===== src/rtl/cpu_sequencer.sv =====
// Multi-cycle fetch/decode/execute sequencer for the 16-bit CPU datapath.
// Gates the datapath strobes phase by phase; handles HLT, single-step, wait states and timeouts.
module cpu_sequencer #(
    parameter int CNT_W   = 16,
    parameter int TIMEOUT = 255
) (
    input  logic             clk,
    input  logic             rst_n,
    input  logic             start,
    input  logic             step_mode,
    input  logic             mem_ready,
    input  logic             dec_ldr,
    input  logic             dec_str,
    input  logic             dec_br,
    input  logic             dec_jmp,
    input  logic             dec_outr,
    input  logic             dec_hlt,
    input  logic             dec_rf_wr,
    input  logic             dec_psw,
    input  logic             cond_true,
    input  logic             out_ready,
    output logic             imem_req,
    output logic             ir_load,
    output logic             pc_inc,
    output logic             pc_load,
    output logic             dmem_req,
    output logic             dmem_we,
    output logic             rf_wr_en,
    output logic             psw_wr_en,
    output logic             out_valid,
    output logic             halted,
    output logic             err,
    output logic [2:0]       state,
    output logic [CNT_W-1:0] instr_count
);

    typedef enum logic [2:0] {
        S_IDLE   = 3'd0,
        S_FETCH  = 3'd1,
        S_DECODE = 3'd2,
        S_EXEC   = 3'd3,
        S_MEM    = 3'd4,
        S_WB     = 3'd5,
        S_OUT    = 3'd6,
        S_HALT   = 3'd7
    } state_t;

    localparam int WAIT_W = (TIMEOUT > 1) ? $clog2(TIMEOUT + 1) : 1;

    state_t              r_state;
    state_t              w_next;
    state_t              w_resume;
    logic [WAIT_W-1:0]   r_wait_cnt;
    logic                r_err;
    logic [CNT_W-1:0]    r_instr_count;
    logic                w_retire;
    logic                w_mem_pending;
    logic                w_timeout;

    // Only the FETCH and MEM phases wait on mem_ready; elsewhere it is ignored.
    assign w_mem_pending = (r_state == S_FETCH) || (r_state == S_MEM);
    assign w_timeout     = (TIMEOUT != 0) && w_mem_pending && !mem_ready &&
                           ((int'(r_wait_cnt) + 1) == TIMEOUT);
    assign w_resume      = step_mode ? S_IDLE : S_FETCH;

    // NOTE: every output and next-state term gets a default before the case so no latch is inferred.
    always_comb begin
        w_next    = r_state;
        w_retire  = 1'b0;
        imem_req  = 1'b0;
        ir_load   = 1'b0;
        pc_inc    = 1'b0;
        pc_load   = 1'b0;
        dmem_req  = 1'b0;
        dmem_we   = 1'b0;
        rf_wr_en  = 1'b0;
        psw_wr_en = 1'b0;
        out_valid = 1'b0;
        halted    = 1'b0;

        case (r_state)
            S_IDLE: begin
                if (start) w_next = S_FETCH;
            end
            S_FETCH: begin
                imem_req = 1'b1;
                if (mem_ready) begin
                    ir_load = 1'b1;
                    pc_inc  = 1'b1;
                    w_next  = S_DECODE;
                end else if (w_timeout) begin
                    w_next = S_HALT;
                end
            end
            S_DECODE: begin
                if (dec_hlt) begin
                    w_retire = 1'b1;
                    w_next   = S_HALT;
                end else begin
                    w_next = S_EXEC;
                end
            end
            S_EXEC: begin
                psw_wr_en = dec_psw;
                pc_load   = dec_jmp | (dec_br & cond_true);
                // LDR writes the register file later, from WB, once the data has arrived.
                rf_wr_en  = dec_rf_wr & ~dec_ldr;
                if (dec_ldr || dec_str) begin
                    w_next = S_MEM;
                end else if (dec_outr) begin
                    w_next = S_OUT;
                end else begin
                    w_retire = 1'b1;
                    w_next   = w_resume;
                end
            end
            S_MEM: begin
                dmem_req = 1'b1;
                dmem_we  = dec_str & ~dec_ldr;
                if (mem_ready) begin
                    if (dec_ldr) begin
                        w_next = S_WB;
                    end else begin
                        w_retire = 1'b1;
                        w_next   = w_resume;
                    end
                end else if (w_timeout) begin
                    w_next = S_HALT;
                end
            end
            S_WB: begin
                rf_wr_en = 1'b1;
                w_retire = 1'b1;
                w_next   = w_resume;
            end
            S_OUT: begin
                out_valid = 1'b1;
                if (out_ready) begin
                    w_retire = 1'b1;
                    w_next   = w_resume;
                end
            end
            S_HALT: begin
                halted = 1'b1;
                if (start) w_next = S_FETCH;
            end
            default: w_next = S_IDLE;
        endcase
    end

    // NOTE: sequential state uses non-blocking assignments so every register samples pre-edge values.
    always_ff @(posedge clk or negedge rst_n) begin
        if (!rst_n) begin
            r_state       <= S_IDLE;
            r_wait_cnt    <= '0;
            r_err         <= 1'b0;
            r_instr_count <= '0;
        end else begin
            r_state <= w_next;

            // Every entry into FETCH or MEM is a state change, so the wait count restarts there.
            if (w_next != r_state) begin
                r_wait_cnt <= '0;
            end else if (w_mem_pending && !mem_ready) begin
                r_wait_cnt <= r_wait_cnt + 1'b1;
            end

            if (w_timeout) r_err <= 1'b1;

            if (w_retire) r_instr_count <= r_instr_count + 1'b1;
        end
    end

    assign err         = r_err;
    assign state       = r_state;
    assign instr_count = r_instr_count;

endmodule


===== config.mk =====
export PLATFORM = sky130hd
export DESIGN_NAME = cpu_sequencer
export DESIGN_NICKNAME = d
export VERILOG_FILES = /design/src/rtl/cpu_sequencer.sv
export SDC_FILE = /design/constraint.sdc
export NUM_CORES = 1
export LEC_CHECK = 0
export BUFFER_PORTS_ARGS = -buffer_cell sky130_fd_sc_hd__buf_2
export CORE_MARGIN = 1.5
export CORE_UTILIZATION = 40
export DETAILED_ROUTE_END_ITERATION = 8
export SETUP_SLACK_MARGIN = 0.1
export SLEW_MARGIN = 20
export SYNTH_ARGS = -nofsm -noshare
export SYNTH_HDL_FRONTEND = slang
export SYNTH_SLANG_ARGS = --single-unit

===== constraint.sdc =====
create_clock -name clk -period 4.38 [get_ports clk]
set_input_delay 0.657 -clock clk [delete_from_list [all_inputs] [get_ports clk]]
set_output_delay 0.657 -clock clk [all_outputs]
set_load 0.03 [all_outputs]

# [Yosys cells after proc, flatten, opt, wreduce, memory -nomap -nowiden]
# Cells that the tools add are included.
[word_totals] in_bits=15 register_bits=28
[classes] n_bitwise=5 eq_ne=9 n_mux=30 n_addsub=3 n_reduce_logical=8
[op_table] op="3-bit 2-to-1 mux" count=9
[op_table] op="3-bit case mux with 7 select lines" count=1
[op_table] op="16-bit by 1-bit adder with 16-bit output, second input constant" count=1
[op_table] op="1-bit 2-to-1 mux" count=16
[op_table] op="8-bit 2-to-1 mux" count=2
[op_table] op="3-bit == test, second input constant" count=4
[op_table] op="8-bit by 1-bit adder with 9-bit output, second input constant" count=1
[op_table] op="9-bit by 8-bit == test with 1-bit output, second input constant" count=1
[op_table] op="8-bit by 1-bit adder with 8-bit output, second input constant" count=1
[op_table] op="3-bit by 2-bit == test with 1-bit output, second input constant" count=2
[op_table] op="1-bit case mux with 5 select lines" count=1
[op_table] op="1-bit AND" count=3
[op_table] op="3-bit by 1-bit == test with 1-bit output, second input constant" count=1
[op_table] op="3-bit zero test" count=1
[op_table] op="3-bit inequality test" count=1
[op_table] op="1-bit logical AND" count=2
[op_table] op="1-bit logical OR" count=2
[op_table] op="1-bit case mux with 2 select lines" count=1
[op_table] op="2-bit nonzero test" count=1
[op_table] op="2-bit OR reduction" count=1
[op_table] op="1-bit zero test" count=1
[op_table] op="1-bit inverter" count=1
[op_table] op="1-bit OR" count=1

# [Longest topological paths before layout]
# Gate-level depths: netlist of the first run.
[logic_depth] ltp_word=9 mapped_depth=7

# [Worst setup path before layout of the first run]
# Ideal clock, no wire load.
[synth_path] kind="reg-to-output" startpoint="reg r_state[0], in the netlist state[0]" endpoint="out pc_inc" arrival_time_ps=2214 path_stages_with_launch=8 required_ps=3723 path_buffers=3 slack_ps=1509 path_cell_list="dfrtp_1 -> buf_2 -> clkbuf_1 -> nand2b_1 -> nor2_1 -> nand2_1 -> inv_1 -> buf_4"
[synth_between] elab_chain_cells=2
[synth_rtl] element="from (decl)" line="50" rtl="state_t r_state;"
[synth_rtl] element="from (signal assigned)" line="159" rtl="r_state <= w_next;"
[synth_rtl] element="3-bit by 1-bit == test with 1-bit output"
[synth_rtl] element="1-bit 2-to-1 mux"
[synth_rtl] element="to (decl)" line="24" rtl="output logic pc_inc,"
# No other way between the ends.

# [Final worst setup path of the first run]
[layout_path] startpoint="reg r_state[2], in the netlist state[2]" endpoint="out dmem_we"
[layout_between] elab_chain_cells=2
[layout_rtl] element="3-bit == test" line="81" rtl="case (r_state)"
[layout_rtl] element="1-bit 2-to-1 mux" line="81"
[layout_rtl] element="to (decl)" line="27" rtl="output logic dmem_we,"
# No other way between the ends.

==> impl_metrics.ini, run 1 <==
[sta]
post-route-min-period_ns = 2.70
maxSlewHeadroom_pct = 50.5
finClkSkew_ns = 0.00315
setup_tns_ns = 0
rsz0062_at_grt = false
tightest_slew_ns = 0.741
setup-violations-final = 0
slew_viol_final = 0
fmax_ghz = 0.370
finalHoldViolations = 0
finalCritPeriodShare_pct = 61.7
finalWorstSetupSlack_ns = 1.68

[worst_setup_path]
reg2reg_from = state[0]$_DFF_PN0_
endpoint_kind = output port
cp.arrival_ns = 2.04
critPathMaxFanout = 18
r2r_setup_slack_ns = 2.06
worstSetupPathType = reg2out
start_kind = flip-flop
r2r_cells = 5
r2r-end = r_wait_cnt[6]$_DFFE_PN0P_
cp.required_ns = 3.72

[synthesis]
syn_area_mm2 = 0.00172
synthSimpleGateAreaFrac_pct = 24.8
synth_cell_types = 48
synth_top_family_by_area = simple AND/OR/NAND/NOR gates
synth_xor_area_share_pct = 12.2
synthFlopType = dfrtp_1
synth_nets = 196
synthCells = 178
synth_compound_area_share_pct = 14.3
synth_mux_area_share_pct = 1.82
yosys_warnings = 0
synth_edf_count = 0
ys_ff_latch = 28
synth-adder-area-share_pct = 2.18
synth-seq-area-share_pct = 40.7
async_flop_share_pct = 100
syn_area_per_cell_um2 = 9.68

[clock_tree]
cts_setup_buffers = 0
cts_tree = yes
cts_buffers = 3
cts-resized-gates = 0
clock_sinks = 28
clock_latency_ns = 0.27
htree_levels = 1
root_buffer = clkbuf_8
cts.path.max_buffers = 2
clkSlewWorstSetupHoldPaths_ns = 0.09
ctsHoldBuffers = 0

[floorplanning]
initial_core_util_pct = 42.5
die_w_um = 68.6
core_mm2 = 0.00406
die_h_um = 68.6
rows = 23
die_area_mm2 = 0.00471
io_pins = 45

[power]
power.density_mw_per_mm2 = 541
p_total_w = 0.00111
ir_drop_mv = 0.314
leakage_nw = 0.963

[run_status]
status = finished, final reports clean

[global_route]
grt_pass1_vias = 1287
grt_pass1_wl_um = 5690
grt_max_degree = 29
antenna_found_initial = 0
grt_overflow = 0
grt_use_total_pct = 16.0

[detailed_routing]
vias = 1421
detail_route.vias_per_cell = 5.28
wirelength_um = 3460
drt-wirelength-per-cell_um = 12.9
drt_iter0_drc = 53
drc = 0
antenna_left = 0
drt_pass1_iterations = 4

[layout]
drive_gt1_share_pct = 25.6
fin_cells = 269
antennaDiodeCount = 0
area_growth_pct = 18.5
nNetsFinal = 238

[placed_design]
gp_congestion = 0.888
post-place-ws_ns = 1.97
port_buffers = 44
post-dp-hpwl_um = 2580
place_inst = 265

[min_path]
hold_path.class = in2async

[run]
maxCapViolations = 0
logic make-up after synthesis:
| group | count (synthesis) |
|---|---|
| adders and majority gates | 3 |
| xor gates and xnor gates | 24 |
| muxes | 3 |
| AOI/OAI and AO/OA | 28 |
| and+or+nand+nor | 76 |
| buffers and inverters | 16 |
| DFF | 28 |
power by group:
group          switching (W)  internal, W  total, W
registers           0.000104     0.000303  0.000407
logic               0.000310     0.000187  0.000497
clock network      0.0000782     0.000122  0.000201
total               0.000493     0.000613   0.00111
state kept, by name, summed over array words and instances (netlist names):
| name | cells |
|---|---|
| err | 1 |
| state | 3 |
| instr_count | 16 |
| r_wait_cnt | 8 |
cells in the final DEF, fill, tap and decap left out, drive strengths merged, types with 3 or more instances in the layout:
master / Yosys / final
and2: 3 / 3
inv: 9 / 9
nand2: 15 / 15
o21ai: 5 / 5
nor3: 14 / 14
nor2: 12 / 12
xnor2: 11 / 11
nand3b: 5 / 5
dfrtp: 28 / 28
nand3: 3 / 3
buf: 3 / 44
nand4: 5 / 5
xor2: 13 / 13
nand2b: 5 / 5
ha: 3 / 3
clkbuf: 4 / 3
final cells by class:
cell class                      count  area (µm²)
Timing Repair Buffer               44         220
Multi-Input combinational cell    134         953
Clock buffer                        3        41.3
Fill cell                         382        2020
Sequential cell                    28         701
Clock inverter                      1        30.0
Inverter                            9        33.8
Tap cell                           50        62.6
critical path: stages (launching register included):
cell and delay [ns]:
dfrtp_1 0.65, nor3b_1 0.68, and3b_1 0.25, buf_2 0.19
routing by layer:
layer	part of all wire [%]	GRT usage, %
met1	47	21.3
met3	4.3	4.06
met2	47	25.0
met4	1.2	6.25
met5	0	0
cells in the mapped netlist (2+ instances only):
library cell,n,share of area (%)
dfrtp_1,28,41
and3b_1,2,1.0
nor4b_1,2,1.0
a21oi_1,2,0.58
o211ai_1,2,0.87
nand4_1,5,1.8
a31oi_1,2,0.73
inv_1,9,2.0
nor3b_1,2,0.87
xnor2_1,11,5.6
ha_1,3,2.2
nand2_1,15,3.3
nand3_1,3,0.87
and2_1,3,1.1
nor3_1,13,3.8
mux2i_1,2,1.2
xor2_1,13,6.6
nor2b_1,2,0.73
o21ai_0,5,1.5
clkbuf_1,4,0.87
nand3b_1,5,2.2
and3_1,2,0.73
nor2_1,12,2.6
nand2b_1,5,1.8
o21a_1,2,0.87
buf_4,2,0.87
how the worst max path moves through the flow:
stage               slack, ns  cells past startpoint                          end          startpoint
floorplan                1.51                      7                       pc_inc  state[0]$_DFF_PN0_
global placement         1.96                      3                      dmem_we  state[2]$_DFF_PN0_
detailed placement       1.97                      6  instr_count[15]$_DFFE_PN0P_            dec_outr
CTS                      1.66                      3                      dmem_we  state[2]$_DFF_PN0_
global route             1.57                      3                      dmem_we  state[2]$_DFF_PN0_
finish                   1.68                      3                      dmem_we  state[2]$_DFF_PN0_
stage by stage:
stage	area (µm²)	hold WS [ns]	util (%)
4_1_cts	2040	0.393	50.3
3_5_place_dp	1970	0.457	48.6
3_3_place_gp	1970	0.455	48.6
6_report	2040	0.383	50.3
5_1_grt	2040	0.407	50.3
2_1_floorplan	1720	0.361	-
Power figures use the tool's default switching activity.
==> inputs of run 2 (changes only) <==
==> constraint.sdc (replaced) <==
create_clock -name clk -period 2.61 [get_ports clk]
set_input_delay 0.3915 -clock clk [delete_from_list [all_inputs] [get_ports clk]]
set_output_delay 0.3915 -clock clk [all_outputs]
set_load 0.03 [all_outputs]
==> impl_metrics.ini, run 2 (synthesis gave the netlist of run 1 again) <==
[run_status]
status = finished, final reports clean

[floorplanning]
initial_core_util_pct = 42.5
die_h_um = 68.6
rows = 23
core_mm2 = 0.00406
die_w_um = 68.6
die_area_mm2 = 0.00471
io_pins = 45

[sta]
fmax_ghz = 0.456
finalHoldViolations = 0
finalWorstSetupSlack_ns = 0.419
rsz0062_at_grt = false
finClkSkew_ns = 0.00860
maxSlewHeadroom_pct = 57.9
post-route-min-period_ns = 2.19
tightest_slew_ns = 0.631
setup_tns_ns = 0
setup-violations-final = 0
finalCritPeriodShare_pct = 83.9
slew_viol_final = 0

[power]
leakage_nw = 0.990
power.density_mw_per_mm2 = 922
ir_drop_mv = 0.386

[global_route]
gr-usage-met1_pct = 23.2
grt_overflow = 0
grt_use_total_pct = 17.0
grtUsageMet2_pct = 28.5
antenna_found_initial = 0
busiest_layer = met2
grt_pass1_vias = 1316
grt_max_degree = 29
met3_usage_pct = 1.95
grt_pass1_wl_um = 6110

[worst_setup_path]
reg2reg_from = state[0]$_DFF_PN0_
critPathMaxFanout = 12
cp.arrival_ns = 1.80
r2r_setup_slack_ns = 0.46
slowest_delay_ns = 0.51
cp_num_buf_inv = 2
r2r-end = instr_count[15]$_DFFE_PN0P_
cp.required_ns = 2.22
cp_slowest_cell = dfrtp_1
endpoint_kind = output port
worstSetupPathType = reg2out
cp_cell_sequence = buf_4 -> nor3b_2 -> and3b_1 -> buf_2
r2r_cells = 5
start_kind = flip-flop
crit_family = simple AND/OR/NAND/NOR gates

[clock_tree]
clock_sinks = 28
cts_buffers = 3
cts_setup_buffers = 0
clock_latency_ns = 0.27
ctsHoldBuffers = 0
root_buffer = clkbuf_8
clkSlewWorstSetupHoldPaths_ns = 0.10
cts-resized-gates = 0
cts_tree = yes
cts.path.max_buffers = 2
htree_levels = 1

[layout]
nNetsFinal = 243
final_cell_mix = buf_2 (44), dfrtp_1 (28), nand2_1 (15)
final_common_cell = buf_2
antennaDiodeCount = 0
largest_register_ffs = 16
area_growth_pct = 21.1
drive_gt1_share_pct = 28.1

[run]
maxCapViolations = 0

[detailed_routing]
drt_iter0_drc = 57
antenna_left = 0
vias = 1461
drt-wirelength-per-cell_um = 13.6
wirelength_um = 3720
drt_pass1_iterations = 4
drc = 0
detail_route.vias_per_cell = 5.33

[min_path]
hold_path.class = in2async

[placed_design]
gp_congestion = 0.795
post-place-ws_ns = 0.465
port_buffers = 44
post-dp-hpwl_um = 2830
run 2: cell types whose count changed in the layout (fill, tap and decap cells not counted):
cell,previous run,this run
buf_4,0,5
nor2_1,12,11
nor2_2,0,1
nor3b_1,2,1
nor3b_2,0,1
run 2: how the worst max path moves through the flow:
stage                             from                           to  slack, ns  depth (start not counted)
CTS                 state[0]$_DFF_PN0_                      dmem_we       0.41                          4
finish              state[0]$_DFF_PN0_                      dmem_we       0.42                          4
floorplan           state[0]$_DFF_PN0_                       pc_inc       0.16                          7
detailed placement  state[0]$_DFF_PN0_  instr_count[15]$_DFFE_PN0P_       0.46                          5
global placement    state[0]$_DFF_PN0_  instr_count[15]$_DFFE_PN0P_       0.58                          5
global route        state[0]$_DFF_PN0_                      dmem_we       0.31                          4
run 2: layout make-up:
class | instances | area [µm²]
fill | 414 | 1970
multi-input combinational | 134 | 961
sequential | 28 | 701
timing repair buffer | 49 | 258
tap | 50 | 62.6
clock buffer | 3 | 41.3
inverter | 9 | 33.8
clock inverter | 1 | 30.0
run 2: per-stage QoR:
stage               hold slack [ns]  total power [W]  util (%)  cells  instance area (µm²)
floorplan                    0.0959          0.00133         -    178                 1730
global placement              0.448          0.00159      49.7    270                 2020
detailed placement            0.452          0.00160      49.7    270                 2020
CTS                           0.155          0.00194      51.4    274                 2090
global route                  0.172          0.00207      51.4    274                 2090
finish                        0.122          0.00192      51.4    274                 2090
run 2: worst reg2reg max path, stage by stage (launching register included):
cell and delay (ns):
dfrtp_1 0.51, and3b_1 0.25, a221o_1 0.44, o2111ai_1 0.54, nor3_1 0.13, xor2_1 0.17
run 2: power by group:
part	leakage, nW	internal [W]	total (W)	switching (W)
sequential	0.367	0.000509	0.000632	0.000123
combinational	0.588	0.000357	0.000953	0.000596
clock	0.0357	0.000205	0.000339	0.000134
total	0.990	0.00107	0.00192	0.000853
run 2: per-layer routing:
layer  routed length, µm  up-vias  part of all wire, %
li1                    -      722                    -
met1                1800      689                   48
met2                1710       48                   46
met3                 188        2                  5.1
met4                  25        0                 0.67
met5                   0        -                    0
==> inputs of run 3 (changes only) <==
--- a/config.mk
+++ b/config.mk
@@ -9,6 +9,7 @@
 export CORE_MARGIN = 1.5
 export CORE_UTILIZATION = 40
 export DETAILED_ROUTE_END_ITERATION = 8
+export PLACE_DENSITY = 0.66
 export SETUP_SLACK_MARGIN = 0.1
 export SLEW_MARGIN = 20
 export SYNTH_ARGS = -nofsm -noshare
==> constraint.sdc (replaced) <==
create_clock -name clk -period 2 [get_ports clk]
set_input_delay 0.3 -clock clk [delete_from_list [all_inputs] [get_ports clk]]
set_output_delay 0.3 -clock clk [all_outputs]
set_load 0.03 [all_outputs]
==> impl_metrics.ini, run 3 (synthesis gave the netlist of run 1 again) <==
[run_status]
status = finished, final reports clean

[layout]
utilization_pct = 56.5
final_area_mm2 = 0.00229
drive_gt1_share_pct = 38.3
area_growth_pct = 33.0
nNetsFinal = 259
final_common_cell = buf_2
largest_register_ffs = 16
final_cell_mix = buf_2 (44), dfrtp_1 (25), buf_4 (20)
fin_cells = 290
antennaDiodeCount = 0

[sta]
rsz0062_at_grt = true
finalWorstSetupSlack_ns = 0.0652
maxSlewHeadroom_pct = 59.4
finalHoldViolations = 0
tightest_slew_ns = 0.609
setup-violations-final = 0
finalCritPeriodShare_pct = 96.7
fmax_ghz = 0.517
finClkSkew_ns = 0.00110
post-route-min-period_ns = 1.93
hold-worst-slack_ns = 0.0243
slew_viol_final = 0

[worst_setup_path]
cp_cell_sequence = buf_2 -> buf_4 -> nor4b_2 -> o21a_1 -> buf_4
start_kind = flip-flop
crit_family = buffers and inverters
cp_slowest_cell = dfrtp_2
cp.arrival_ns = 1.63
cp_num_buf_inv = 3
endpoint_kind = output port
path_common_cell = buf_4
worstSetupPathType = reg2out
cp.required_ns = 1.70
slowest_delay_ns = 0.46
critPathMaxFanout = 7

[global_route]
grt_pass1_wl_um = 6200
grt_pass1_vias = 1393
grt_max_degree = 29
antenna_found_initial = 0
grt_overflow = 0
grt_use_total_pct = 17.3

[power]
p_int_w = 0.00160
clockPowerShare_pct = 15.9
power.density_mw_per_mm2 = 1230
sw_frac_of_total_pct = 43.2
combPwrFrac_pct = 55.7
p_seq_share_pct = 28.4
ir_drop_mv = 0.504
leakage_nw = 1.07
p_sw_w = 0.00122

[detailed_routing]
drc = 0
wirelength_um = 3960
vias = 1496
drt-wirelength-per-cell_um = 13.6
antenna_left = 0
detail_route.vias_per_cell = 5.16
drt_pass1_iterations = 4
drt_iter0_drc = 77

[run]
maxCapViolations = 0

[floorplanning]
core_mm2 = 0.00406
die_area_mm2 = 0.00471
rows = 23
io_pins = 45
die_h_um = 68.6
die_w_um = 68.6
initial_core_util_pct = 42.5

[min_path]
hold_path.class = in2async

[placed_design]
dpl_cell_area_mm2 = 0.00210
place_inst = 276
gp_congestion = 0.821
port_buffers = 44
post-dp-hpwl_um = 2960
post-place-ws_ns = 0.0440

[clock_tree]
cts.path.max_buffers = 2
cts_tree = yes
root_buffer = clkbuf_8
clkSlewWorstSetupHoldPaths_ns = 0.10
clock_latency_ns = 0.27
clock_sinks = 28
ctsHoldBuffers = 0
cts_buffers = 3
htree_levels = 1
==> run 3: cell types whose count changed in the layout (fill, tap and decap cells not counted), moves of 2 or more <==
cell	previous run	this run
dfrtp_2	0	3
nor3_1	13	11
dfrtp_1	28	25
buf_4	5	20
nor3_2	0	2
inv_1	9	7
==> run 3: worst paths after layout <==
kind                                        startpoint  slack (ns)                           to  depth (start not counted)
hold reg to reg            instr_count[15]$_DFFE_PN0P_        0.47  instr_count[15]$_DFFE_PN0P_                          1
max in group asynchronous                        rst_n        1.55           state[2]$_DFF_PN0_                          1
setup / recovery                    state[2]$_DFF_PN0_        0.07                     rf_wr_en                          5
setup reg to reg                    state[0]$_DFF_PN0_        0.14           state[2]$_DFF_PN0_                          6
min in group clk                             out_ready        0.42           state[1]$_DFF_PN0_                          3
hold / removal                                   rst_n        0.02              err$_DFFE_PN0P_                          1
==> run 3: layout make-up <==
type / instances / area, µm²
fill: 356 / 1770
multi-input combinational: 134 / 1030
sequential: 28 / 704
timing repair buffer: 65 / 385
tap: 50 / 62.6
clock buffer: 3 / 41.3
inverter: 9 / 37.5
clock inverter: 1 / 30.0
==> run 3: per-layer routing <==
layer / GRT usage (%) / part of all wire (%) / up-vias
met5: 0 / 0 / -
met3: 3.57 / 3.6 / 8
met2: 28.8 / 46 / 30
met4: 4.25 / 1.9 / 0
met1: 22.9 / 48 / 704
li1: - / - / 754
==> run 3: worst register-to-register path: cells and delay by family (launching register included) <==
family	cells	cell delay [ns]
simple gates	3	0.76
compound gates	1	0.22
buf+inv	1	0.16
xor+xnor	1	0.16
flops	1	0.46
==> run 3: metrics by stage <==
step                      setup TNS, ns  power, W
after floorplan                       0   0.00184
after global placement                0   0.00220
after detailed placement              0   0.00221
after CTS                             0   0.00273
after global routing            -0.0183   0.00298
final                                 0   0.00282
==> run 3: power by group through the flow <==
stage	combinational (W)	sequential (W)	clock, W
6_report	0.00157	0.000802	0.000449
3_5_place_dp	0.00137	0.000839	0
5_1_grt	0.00168	0.000823	0.000482
3_3_place_gp	0.00136	0.000832	0
4_1_cts	0.00145	0.000816	0.000456
2_1_floorplan	0.000884	0.000956	0
==> run 3: timing repair <==
item	in CTS	in global routing
setup buffers	5	5
setup endpoints to repair	11	25
gates resized for setup	2	11
pin swaps	1	1
